===== config.mk =====
export PLATFORM = sky130hd
export DESIGN_NAME = mem_bank_router_flat
export DESIGN_NICKNAME = d
export VERILOG_FILES = /design/src/rtl/mem_bank_router_if.sv /design/src/rtl/mem_bank_router.sv /design/src/flat_wrapper.sv
export SDC_FILE = /design/constraint.sdc
export NUM_CORES = 1
export LEC_CHECK = 0
export BUFFER_PORTS_ARGS = -buffer_cell sky130_fd_sc_hd__buf_2
export CAP_MARGIN = 20
export CORE_AREA = 2 2 249 251
export DETAILED_ROUTE_END_ITERATION = 8
export DIE_AREA = 0 0 251 253
export MAX_ROUTING_LAYER = met4
export PLACE_DENSITY = 0.33
export SYNTH_ARGS = -nofsm -noshare
export SYNTH_HDL_FRONTEND = slang
export SYNTH_SLANG_ARGS = --single-unit

===== constraint.sdc =====
create_clock -name clk -period 4.4 [get_ports clk]
set_input_delay 0.22 -clock clk [delete_from_list [all_inputs] [get_ports clk]]
set_output_delay 0.22 -clock clk [all_outputs]
set_load 0.03 [all_outputs]

===== src/rtl/mem_bank_router_if.sv =====
// Memory port bundle: request/response handshakes for NLanes ports side by side.
// Lane i of a packed field occupies bits [i*W +: W].
interface mem_bank_router_if #(
    parameter int unsigned NLanes   = 1,
    parameter int unsigned OpqBits  = 8,
    parameter int unsigned AddrBits = 32,
    parameter int unsigned DataBits = 32
);
    localparam int unsigned ReqW = 5 + OpqBits + AddrBits;
    localparam int unsigned RspW = 5 + OpqBits;

    logic [NLanes-1:0]          memreq_val;
    logic [NLanes-1:0]          memreq_rdy;
    logic [NLanes*ReqW-1:0]     memreq_control;
    logic [NLanes*DataBits-1:0] memreq_data;
    logic [NLanes-1:0]          req_level;
    logic [NLanes-1:0]          memresp_val;
    logic [NLanes-1:0]          memresp_rdy;
    logic [NLanes*RspW-1:0]     memresp_control;
    logic [NLanes*DataBits-1:0] memresp_data;

    // Master issues requests and accepts responses.
    modport master (
        output memreq_val, memreq_control, memreq_data, req_level, memresp_rdy,
        input  memreq_rdy, memresp_val, memresp_control, memresp_data
    );

    // Slave accepts requests and issues responses.
    modport slave (
        input  memreq_val, memreq_control, memreq_data, req_level, memresp_rdy,
        output memreq_rdy, memresp_val, memresp_control, memresp_data
    );
endinterface


===== src/rtl/mem_bank_router.sv =====
// Steers upstream requests to one of four banks by addr[15:14], squashes
// high-security writes/AMOs aimed at low-security banks, and merges bank
// responses back upstream strictly in request order via an order FIFO.
module mem_bank_router #(
    parameter int unsigned p_opaque_nbits    = 8,
    parameter int unsigned p_addr_nbits      = 32,
    parameter int unsigned p_data_nbits      = 32,
    parameter logic [3:0]  p_bank_sec        = 4'b0011,
    parameter int unsigned p_max_outstanding = 4
) (
    input logic              clk,
    input logic              reset,
    mem_bank_router_if.slave  up,
    mem_bank_router_if.master bank
);
    localparam int unsigned NBanks = 4;
    localparam int unsigned ReqW   = 5 + p_opaque_nbits + p_addr_nbits;
    localparam int unsigned RspW   = 5 + p_opaque_nbits;
    localparam int unsigned PtrW   = $clog2(p_max_outstanding);
    // Entry: {bank[1:0], deny, type[2:0], opaque, len[1:0]}; low RspW bits form a response word.
    localparam int unsigned EntW   = 3 + RspW;

    logic [2:0]                req_type;
    logic [p_opaque_nbits-1:0] req_opq;
    logic [1:0]                req_len;
    logic [1:0]                sel;
    logic                      deny;

    assign req_type = up.memreq_control[ReqW-1 -: 3];
    assign req_opq  = up.memreq_control[ReqW-4 -: p_opaque_nbits];
    assign req_len  = up.memreq_control[1:0];
    assign sel      = up.memreq_control[17:16];
    assign deny     = up.req_level[0] && !p_bank_sec[sel] &&
                      (req_type >= 3'd1) && (req_type <= 3'd5);

    logic [EntW-1:0] fifo_q [p_max_outstanding];
    logic [PtrW-1:0] head_q, head_d, tail_q, tail_d;
    logic [PtrW:0]   count_q, count_d;
    logic            full, empty, enq, deq;

    logic [EntW-1:0] head_ent;
    logic [1:0]      head_bank;
    logic            head_deny;

    assign full      = (count_q == (PtrW+1)'(p_max_outstanding));
    assign empty     = (count_q == '0);
    assign head_ent  = fifo_q[head_q];
    assign head_bank = head_ent[EntW-1 -: 2];
    assign head_deny = head_ent[EntW-3];

    logic                    req_rdy;
    logic [NBanks-1:0]       breq_val;
    logic [NBanks-1:0]       breq_lvl;
    logic                    rsp_val;
    logic [RspW-1:0]         rsp_ctl;
    logic [p_data_nbits-1:0] rsp_dat;
    logic [NBanks-1:0]       brsp_rdy;

    // Request steering; denied requests are accepted without involving any bank.
    always_comb begin
        req_rdy  = 1'b0;
        breq_val = '0;
        breq_lvl = '0;
        breq_lvl[sel] = up.req_level[0];
        if (reset) begin
            req_rdy       = !full && (deny || bank.memreq_rdy[sel]);
            breq_val[sel] = up.memreq_val[0] && !full && !deny;
        end
    end

    // Response merge: only the bank named by the FIFO head may answer.
    always_comb begin
        rsp_val  = 1'b0;
        rsp_ctl  = bank.memresp_control[head_bank*RspW +: RspW];
        rsp_dat  = bank.memresp_data[head_bank*p_data_nbits +: p_data_nbits];
        brsp_rdy = '0;
        if (reset && !empty) begin
            if (head_deny) begin
                rsp_val = 1'b1;
                rsp_ctl = head_ent[RspW-1:0];
                rsp_dat = '0;
            end else begin
                rsp_val             = bank.memresp_val[head_bank];
                brsp_rdy[head_bank] = up.memresp_rdy[0];
            end
        end
    end

    assign enq = up.memreq_val[0] && req_rdy;
    assign deq = rsp_val && up.memresp_rdy[0];

    assign up.memreq_rdy        = req_rdy;
    assign up.memresp_val       = rsp_val;
    assign up.memresp_control   = rsp_ctl;
    assign up.memresp_data      = rsp_dat;
    assign bank.memreq_val      = breq_val;
    assign bank.req_level       = breq_lvl;
    assign bank.memreq_control  = {NBanks{up.memreq_control}};
    assign bank.memreq_data     = {NBanks{up.memreq_data}};
    assign bank.memresp_rdy     = brsp_rdy;

    // Pointer/count next state; power-of-two depth makes pointer wrap implicit.
    always_comb begin
        head_d  = head_q + PtrW'(deq);
        tail_d  = tail_q + PtrW'(enq);
        count_d = count_q + (PtrW+1)'(enq) - (PtrW+1)'(deq);
    end

    // Pointer/count registers with synchronous active-low reset.
    always_ff @(posedge clk) begin
        if (!reset) begin
            head_q  <= '0;
            tail_q  <= '0;
            count_q <= '0;
        end else begin
            head_q  <= head_d;
            tail_q  <= tail_d;
            count_q <= count_d;
        end
    end

    // Order FIFO storage; contents are don't-care while count is zero.
    always_ff @(posedge clk) begin
        if (enq) begin
            fifo_q[tail_q] <= {sel, deny, req_type, req_opq, req_len};
        end
    end
endmodule


===== src/flat_wrapper.sv =====
// flat-port wrapper written by rule: the top's interface ports become plain ports
module mem_bank_router_flat 
#(
    parameter int unsigned p_opaque_nbits    = 8,
    parameter int unsigned p_addr_nbits      = 32,
    parameter int unsigned p_data_nbits      = 32,
    parameter logic [3:0]  p_bank_sec        = 4'b0011,
    parameter int unsigned p_max_outstanding = 4
)
  (clk, reset, up_memreq_val, up_memreq_control, up_memreq_data, up_req_level, up_memresp_rdy, up_memreq_rdy, up_memresp_val, up_memresp_control, up_memresp_data, bank_memreq_val, bank_memreq_control, bank_memreq_data, bank_req_level, bank_memresp_rdy, bank_memreq_rdy, bank_memresp_val, bank_memresp_control, bank_memresp_data);
  mem_bank_router_if #(.NLanes(1)) up_i ();
  mem_bank_router_if #(.NLanes(4)) bank_i ();
  input logic clk;
  input logic reset;
  input wire logic [$bits(up_i.memreq_val)-1:0] up_memreq_val;
  input wire logic [$bits(up_i.memreq_control)-1:0] up_memreq_control;
  input wire logic [$bits(up_i.memreq_data)-1:0] up_memreq_data;
  input wire logic [$bits(up_i.req_level)-1:0] up_req_level;
  input wire logic [$bits(up_i.memresp_rdy)-1:0] up_memresp_rdy;
  output wire logic [$bits(up_i.memreq_rdy)-1:0] up_memreq_rdy;
  output wire logic [$bits(up_i.memresp_val)-1:0] up_memresp_val;
  output wire logic [$bits(up_i.memresp_control)-1:0] up_memresp_control;
  output wire logic [$bits(up_i.memresp_data)-1:0] up_memresp_data;
  output wire logic [$bits(bank_i.memreq_val)-1:0] bank_memreq_val;
  output wire logic [$bits(bank_i.memreq_control)-1:0] bank_memreq_control;
  output wire logic [$bits(bank_i.memreq_data)-1:0] bank_memreq_data;
  output wire logic [$bits(bank_i.req_level)-1:0] bank_req_level;
  output wire logic [$bits(bank_i.memresp_rdy)-1:0] bank_memresp_rdy;
  input wire logic [$bits(bank_i.memreq_rdy)-1:0] bank_memreq_rdy;
  input wire logic [$bits(bank_i.memresp_val)-1:0] bank_memresp_val;
  input wire logic [$bits(bank_i.memresp_control)-1:0] bank_memresp_control;
  input wire logic [$bits(bank_i.memresp_data)-1:0] bank_memresp_data;
  assign up_i.memreq_val = up_memreq_val;
  assign up_i.memreq_control = up_memreq_control;
  assign up_i.memreq_data = up_memreq_data;
  assign up_i.req_level = up_req_level;
  assign up_i.memresp_rdy = up_memresp_rdy;
  assign up_memreq_rdy = up_i.memreq_rdy;
  assign up_memresp_val = up_i.memresp_val;
  assign up_memresp_control = up_i.memresp_control;
  assign up_memresp_data = up_i.memresp_data;
  assign bank_memreq_val = bank_i.memreq_val;
  assign bank_memreq_control = bank_i.memreq_control;
  assign bank_memreq_data = bank_i.memreq_data;
  assign bank_req_level = bank_i.req_level;
  assign bank_memresp_rdy = bank_i.memresp_rdy;
  assign bank_i.memreq_rdy = bank_memreq_rdy;
  assign bank_i.memresp_val = bank_memresp_val;
  assign bank_i.memresp_control = bank_memresp_control;
  assign bank_i.memresp_data = bank_memresp_data;
  mem_bank_router #(.p_opaque_nbits(p_opaque_nbits), .p_addr_nbits(p_addr_nbits), .p_data_nbits(p_data_nbits), .p_bank_sec(p_bank_sec), .p_max_outstanding(p_max_outstanding)) u_core (.clk(clk), .reset(reset), .up(up_i), .bank(bank_i));
endmodule

==> results, run 1 <==
- The flow ran to the end, and the final reports show no timing, DRC or antenna violations.
- The total core area is 61,000 um2.
- The clock period could shrink to 3.43 ns.
- Yosys attributes the largest share of cell area to buf_4 34%, edfxtp_1 28%, mux4_2 15%.
- After detailed routing, the number of remaining DRC violations is 0.
- The total of hold buffers inserted after clock tree synthesis is 0.
- Summed over all failing endpoints, the final setup total negative slack is 0 ns.
- The fraction of layout instances using a drive strength above 1 is 67.0%.
- The later pin in the worst-skew pair is clocked with a latency of 0.34 ns.
- The power per cell area is 372 nW/um2.
- The via count of the first global-routing pass came to 4,517.
- The total non-filler cell area in the finished layout is 7400 um2.
- For this run, the total global-route usage over all layers was measured as 8.34%.
- The synthesized area divided by synthesized cell count is about 11 um2.
- The final setup violation count is 0.
- The placement row count is between 90 and 100.
- Across the whole layout, storage elements account for approximately 2100 um2.
- IR analysis of the VDD net gives a maximum drop of around 0.17 mV.
- For the worst setup path, the data arrival time is 3.21 ns.
- The number of primary I/O pins is 637.
- TritonCTS created 9 clock buffers.
- Entering global routing, the biggest net connects 59 pins.
- The tree is rooted in a clkbuf_16.
- The share of the clock period used by the worst path after layout is 78.1%.
- Setup repair after global routing left no endpoint under its margin.
- The biggest area consumer among synthesized cells is buf_4.
- The final worst clock skew is 0.00774 ns.
- Cells fill 12.1% of the core in the end.
- The count of cells in the finished layout, fillers not included, comes to 1,425.
- Once the floorplan was initialized, standard cells occupied 11.2% of the core.
- TritonCTS built the clock tree.
- The clock-pin slew on the worst setup and hold paths is 0.06 ns.
- The type of the most critical hold path is input pin to flop.
- In the final design database the tool counted 900 nets.
- The wire length after detailed routing is 27,000 um.
- The depth of the CTS H-tree is 3.
- Summing over every cut layer, the via total after detailed routing is 4,314.
- The Yosys step of the flow raised 0 warnings.
- The detail route stage leaves a number of antenna-violating nets equal to 0.
- The post-synthesis cell area is 6850 um2.
- The first routing iteration left 204 violations.
- The max-slew violation total from the final report is 0.
- The total placed cells including tap cells is 1,404.
- The nature of the critical path startpoint is a flop.
- The global-route wire length before repair is 35,700 um.
- STA classifies the critical path endpoint as an output port.
- In the final routed layout, each cell accounts on average for 18.9 um.
- For this run, the register share of the synthesized area comes to 30.1%.
- The required time reported for the critical path endpoint is 4.18 ns.
- Of all nets on the critical path, the largest fanout is 31.
- Routability-driven placement finished with a final weighted congestion of about 0.74.
- The vertical extent of the die is 253 um.
- The HPWL after detailed placement is 22,900 um.
- The overall die width is 251 um.
- The floorplan step defined a die boundary enclosing roughly 64,000 um2.
- When the netlist entered floorplanning its net count stood at between 800 and 900.
- The highest achievable clock rate is 0.291 GHz.
- After detailed placement, the total cell area comes to 7090 um2.
- The standby leakage power is 0.00301 uW.
- The kind of critical path is flop to output port.
- The pre-antenna-repair detailed-routing pass consisted of 4 iterations.
- The number of hold violations in the final report is 0.
- Global routing finished with a remaining overflow of 0.
- The max-capacitance violation count is 0.
- The initial antenna violation count was 6.
- The clock drives 71 sinks.
- The clock passes through at most 2 buffers.
- The quantity of gates resized following cts is 0.
- The worst pin sits at a relative slew slack of approximately two fifths.
- At the pin with the least slew margin, the transition time is ~0.92 ns.
- The share of the synthesized area in the top cell type is 34.2%.
- In this run the post-CTS setup repair buffer count came out at 0.
- After filler insertion, the fill cell instance count of the layout stands at around 7,000.
- Synthesis produced a netlist whose cell count is 611.
- The area growth from synthesis to layout is 7.96%.
- The unique cell type count in the Yosys netlist is 35.
- The total of buffers placed on input and output ports is around 330.
- The area of the multi-input gates is 2320 um2.
- The number of register bits inferred by synthesis is 71.
- The number of vias per cell is 3.03.
-- per-stage QoR --
| stage | hold slack, ns | setup slack, ns | power [uW] |
|---|---|---|---|
| 6_report | 0.141 | 0.966 | 2750 |
| 2_1_floorplan | 0.319 | 1.39 | 2100 |
| 3_5_place_dp | 0.440 | 1.02 | 2100 |
| 5_1_grt | 0.152 | 0.735 | 2910 |
| 3_3_place_gp | 0.440 | 1.10 | 2100 |
| 4_1_cts | 0.123 | 0.842 | 2840 |
-- worst paths after layout --
kind / slack, ns / end / start / depth (start not counted)
setup / recovery: 0.97 / up_memresp_data[27] / u_core.head_q[0] / 5
hold / removal: 0.14 / u_core.fifo_q[1][6] / up_memreq_control[38] / 1
setup reg to reg: 1.10 / u_core.count_q[2] / u_core.head_q[0] / 11
hold reg to reg: 0.66 / u_core.tail_q[1] / u_core.tail_q[1] / 2
-- synthesized netlist by cell type (all sizes together) --
library cell / n
nor2b: 35
fa: 1
edfxtp: 64
or3: 2
o21ai: 13
ha: 4
dfxtp: 7
o311ai: 2
buf: 325
o311a: 2
nor2: 11
a41oi: 1
inv: 7
xor2: 2
clkbuf: 7
nor3: 3
a22oi: 1
xnor2: 2
and3: 1
or2: 2
mux4: 49
nand2: 16
and3b: 1
o31ai: 1
and2: 6
mux2: 13
nand2b: 1
mux2i: 28
nor3b: 4
-- layout make-up --
cell class                      instances  share of cell area, %
Sequential cell                        71                   27.9
Clock inverter                          6                  0.829
Timing Repair Buffer                  335                   23.0
Inverter                                7                  0.355
Multi-Input combinational cell        201                   31.3
Tap cell                              790                   13.4
Clock buffer                           10                   3.10
Antenna cell                            5                  0.169
-- layout by cell type (no fill, tap or decap), types with 3 or more instances in the layout --
master and count:
buf_4 9, ha_1 4, nor2_1 11, nor2b_4 8
edfxtp_1 64, mux4_1 4, and2_1 6, clkbuf_16 9
o21ai_1 7, nand2_1 16, nor2b_1 27, clkinv_2 3
inv_1 7, buf_2 326, mux2i_1 28, diode_2 5
o21ai_0 6, dfxtp_1 7, mux4_2 43, mux2_2 13
-- registers in the layout, indices dropped and copies added, names as in the netlist --
signal / cells
u_core.head_q: 2
u_core.fifo_q: 64
u_core.count_q: 3
u_core.tail_q: 2
-- power by group --
| part | switching, uW | leakage (uW) | internal (uW) |
|---|---|---|---|
| Combinational | 780 | 0.00224 | 475 |
| Clock | 274 | 0.000142 | 436 |
| Sequential | 23.6 | 0.000636 | 763 |
-- critical path, cell delays in order, from the launching register on --
cell     delay [ns]
dfxtp_1        0.47
mux4_4         0.91
buf_4          0.40
mux4_2         0.62
nor2b_1        0.18
buf_2          0.22
-- cell families after synthesis --
kind of cell	after synthesis	share of synthesized area, %
muxes	90	22.6
buffers and inverters	339	36.5
and+or+nand+nor	82	7.43
xor gates and xnor gates	4	0.512
DFF	71	30.1
adders and majority gates	5	1.02
AOI/OAI and AO/OA	20	1.84
-- metal layers --
layer  global-route usage, %  routed length (um)  vias up
li1                        -                   -     1843
met1                    8.15                9360     2003
met2                    14.8               13800      413
met4                    4.06                1180        0
met3                    2.90                2690       55
met5                       -                   0        -
Power figures use the tool's default switching activity.
==> run 2: changes to the inputs <==
Settings changed: ABC_AREA set to 1, PLACE_DENSITY 0.33 to 0.34.
Clock period 4.4 ns to 2.9 ns, I/O delays scaled along.
==> run 2 against run 1 <==
- clock power up 52%
- utilization up 0.65 points
- sequential power up 50%
- synthesized area up 6.1%
- combinational power up 88%
- die area unchanged
- final cell count up 29%
- first-iteration DRC count up 50%
- clock skew about the same
- flip-flop and latch count unchanged
- critical path type unchanged
- largest cell class unchanged
- highest routed layer unchanged
==> results, run 2 <==
- The run finished with clean final reports.
- The initial utilization of the core area, before any placement, comes to between 10% and 20%.
- The worst setup path is captured at an output port.
- The total of buffers placed on input and output ports is between 300 and 400.
- Setup repair after global routing left no endpoint under its margin.
- Cells fill between 10 and 15% of the core in the end.
- The arrival time of data at the critical path endpoint is 2.44 ns.
- The worst-case IR drop observed on VDD is 0.227 mV.
- For this design the ratio of total power to cell area is 593 nW/um2.
- After technology mapping, the gate count stands at about 1,000.
- Leaving out filler cells and counting taps, the final layout contains 1,832.
- After clock tree synthesis, the clock-pin slew on the worst setup and hold paths is around 0.060 ns.
- The routability congestion estimate is approximately 0.8.
- The worst hold margin is between 0.08 and 0.09 ns.
- The remaining global-route overflow is 0.
- Ranked by total cell area, the synthesized netlist is headed by buf_4 32%, edfxtp_1 26%, nand2_1 16%.
- When the netlist entered floorplanning its net count stood at 1,304.
- The largest net degree at the start of global routing is 88.
- The share of the clock period used by the worst path after layout is 89.2%.
- Summing all multi-input logic gate instances after layout gives between 2000 and 3000 um2.
- The nature of the critical path startpoint is a flop.
- The dominant register cell in the synthesized netlist is edfxtp_1.
- Setup violations remaining at the end of the flow were counted as 0.
- The destination of the worst register-to-register timing path is u_core.count_q[2].
- The minimum clock period is 2.59 ns.
- Grouping stages by cell kind, the critical path spends the most delay in buffers and inverters.
- The total number of vias is between 6,000 and 7,000.
- Of all nets on the critical path, the largest fanout is 36.
- The synthesized netlist occupies a cell area of 7270 um2.
- The total of warnings raised by yosys is 0.
- The global-route wire length before repair is 45,500 um.
- The type of the most critical hold path is input pin to flop.
- At the end of the flow, the number of nets in the layout was ~1,300.
- The count of nets left with antenna violations once routing finished came out at 0.
- The hold-critical path depth is 1.
- u_core.fifo_q holds more flip-flops than any other register.
- Leaving out fill and tap cells, the most frequent cell in the layout is buf_2.
- The synthesized area divided by synthesized cell count is 7.06 um2.
- The number of hold violations in the final report is 0.
- The total core area is 61,000 um2.
- The wire-length estimate of the detail-placed layout is 28,400 um.
- The initialized floorplan defines 91 standard-cell rows.
- The first-pass iteration count of the detailed router is 5.
- The die is 253 um tall.
- TritonCTS built the clock tree.
- The worst register-to-register path has a setup slack of 0.37 ns.
- The cell sitting at the root of the clock tree is a clkbuf_16.
- In this run the most critical hold path is launched from up_memreq_control[37].
- After synthesis the netlist holds a flip-flop and latch count of 71.
- The signal on the critical path passes through buf_4 -> nand2_1 -> nand3_1 -> nand2_2 -> buf_6 -> buf_4 -> nand3_1 -> nand3_1 -> nor2_1 -> nor2_1 -> buf_2.
- The count of clock tree sinks is 71.
- Buffers inserted to repair hold after CTS numbered 0.
- The final worst clock skew is 0.00779 ns.
- Counting instances in the post-synthesis netlist gives the leading cell types as 314 x buf_4, 313 x nand2_1, 86 x nor2_1.
- Fill cells in the final layout number 7,182.
- Once routing completed, OpenROAD measured the worst setup slack at 0.312 ns.
- The number of buffers and inverters on the critical path is 4.
- The initial antenna violation count is 12.
- Headroom to the max-slew limit came out at 52.7%.
- The kind of critical path is flop to output port.
- For this run, design rule violations remaining after detail routing come to 0.
- The largest registers in the layout are u_core.fifo_q x64, u_core.count_q x3.
- The transition time at the pin with the least slew margin is 0.709 ns.
- The routed length per instance is 18.8 um.
- The via count of the first global-routing pass came to between 5,000 and 6,000.
- Summed over all cells, the static leakage comes to 0.00374 uW.
- Dividing the detail-routed via count by the number of cells gives between 3 and 4.
- The max-slew violation total from the final report is 0.
- The max-capacitance violation count is 0.
- The largest total area in the synthesized netlist belongs to buf_4.
- The overall die width is 251 um.
- The global-route total usage across every layer is about a tenth.
- The share of the synthesized area in the top cell type is 32.4%.
- The total placed cells including tap cells is around 1,800.
- The depth of the CTS H-tree is 3.
- Counting cells, the worst reg-to-reg path comes to 16.
- The sum of negative setup slack is 0 ns.
- The sequential-to-total area share from yosys stat is between 20% and 30%.
- The most prevalent standard cell on the critical path is nand3_1.
- The share of flip-flops with an asynchronous set or reset is 0%.
- Based on the critical path, the design can be clocked at up to just under 0.4 GHz.
- The register with the most flip-flops in the layout has 64 of them.
- Pin placement for this block handled 637 I/O pins.
- OpenSTA, run right after detailed placement, puts the worst setup slack at 0.366 ns.
- The most common cell in the synthesized netlist is buf_4.
- The clock reaches the later pin of the worst-skew pair after 0.33 ns.
- No sink is reached through more buffers than the 2 on the longest clock path.
- The area of the die is 63,500 um2.
- The stage delay of the slowest cell on the critical path is approximately 0.36 ns.
- The endpoint with the worst hold slack is u_core.fifo_q[1][5].
- The TritonCTS buffer count is 9.
- Synthesis instantiated 27 different standard cells from the library.
- In the layout the commonest cells are 324 x buf_2, 312 x nand2_1, 86 x nor2_1.
- The launch instance of the worst register-to-register path is u_core.head_q[0].
- The storage element area is 2060 um2.
- The number of synthesized flops with an enable pin is 64.
- For this block, the initial DRC count from the detailed router was 306.
- The required time reported for the critical path endpoint is 2.76 ns.
- Among all stages on the critical path, the largest delay is contributed by buf_4.
- Compared with the post-synthesis result, the final layout area differs by 7.27%.
- The wire length after detailed routing is 34,500 um.
- The fraction of layout instances using a drive strength above 1 is 36.2%.
==> run 2: changes by cell type in the layout (fill, tap and decap cells not counted), sizes merged, moves of 5 or more <==
cell and change:
a21oi +33, and2 -6, buf +12, inv +20
mux2 -13, mux2i -28, mux4 -49, nand2 +301
nand3 +82, nor2 +75, nor2b -35, nor3 +5
o21ai +14, o22ai +13
==> run 2: per-stage QoR <==
| step | total power, uW | area [um2] |
|---|---|---|
| 6_report | 4620 | 7790 |
| 3_3_place_gp | 3630 | 7490 |
| 5_1_grt | 4930 | 7790 |
| 3_5_place_dp | 3620 | 7490 |
| 2_1_floorplan | 3460 | 7270 |
| 4_1_cts | 4720 | 7780 |
==> run 2: layout make-up <==
cell class,count,area share [%]
well taps,790,12.7
clock inverters,6,0.787
repair buffers,347,23.5
multi-input cells,576,32.1
clock buffers,10,2.94
inverters,27,1.33
flip-flops and latches,71,26.5
diodes,5,0.161
==> run 2: report_power, final <==
part	switching (uW)	internal [uW]	leakage, uW
Combinational	1680	691	0.00297
Clock	415	663	0.000144
Sequential	18.5	1160	0.000636
==> run 2: routing by layer <==
metal	vias up	global-route usage, %	wire length (um)
met1	2801	10.1	11700
met2	446	18.8	18000
met3	70	4.04	3510
met5	-	-	0
li1	2978	-	-
met4	0	3.72	1270
==> run 2: timing repair <==
| action | in CTS | in global routing |
|---|---|---|
| buffers inserted | 0 | 0 |
| gates resized for setup | 0 | 1 |
| endpoints found under the setup margin | 0 | 1 |
==> run 2: worst max path at each step <==
stage	cells after the start	end	start
2_1_floorplan	18	u_core.count_q[2]	u_core.head_q[0]
3_3_place_gp	16	u_core.count_q[2]	u_core.head_q[0]
3_5_place_dp	16	u_core.count_q[2]	u_core.head_q[0]
4_1_cts	11	up_memresp_control[0]	u_core.head_q[0]
5_1_grt	11	up_memresp_control[0]	u_core.head_q[0]
6_report	11	up_memresp_control[0]	u_core.head_q[0]
==> run 2: cells by family after synthesis <==
logic type,after synthesis,synth area share [%]
buf+inv,382,37.3
simple gates,495,27.8
compound gates,74,5.35
flops,71,28.4
fa+ha+maj,5,0.964
xor+xnor,2,0.241
==> run 2: worst register-to-register path: cells and delay by family, from the launching register on <==
kind            cells  cell delay (ns)
flops               1             0.39
compound gates      2             0.23
fa+ha+maj           3             0.80
simple gates        8             0.71
buf+inv             3             0.30
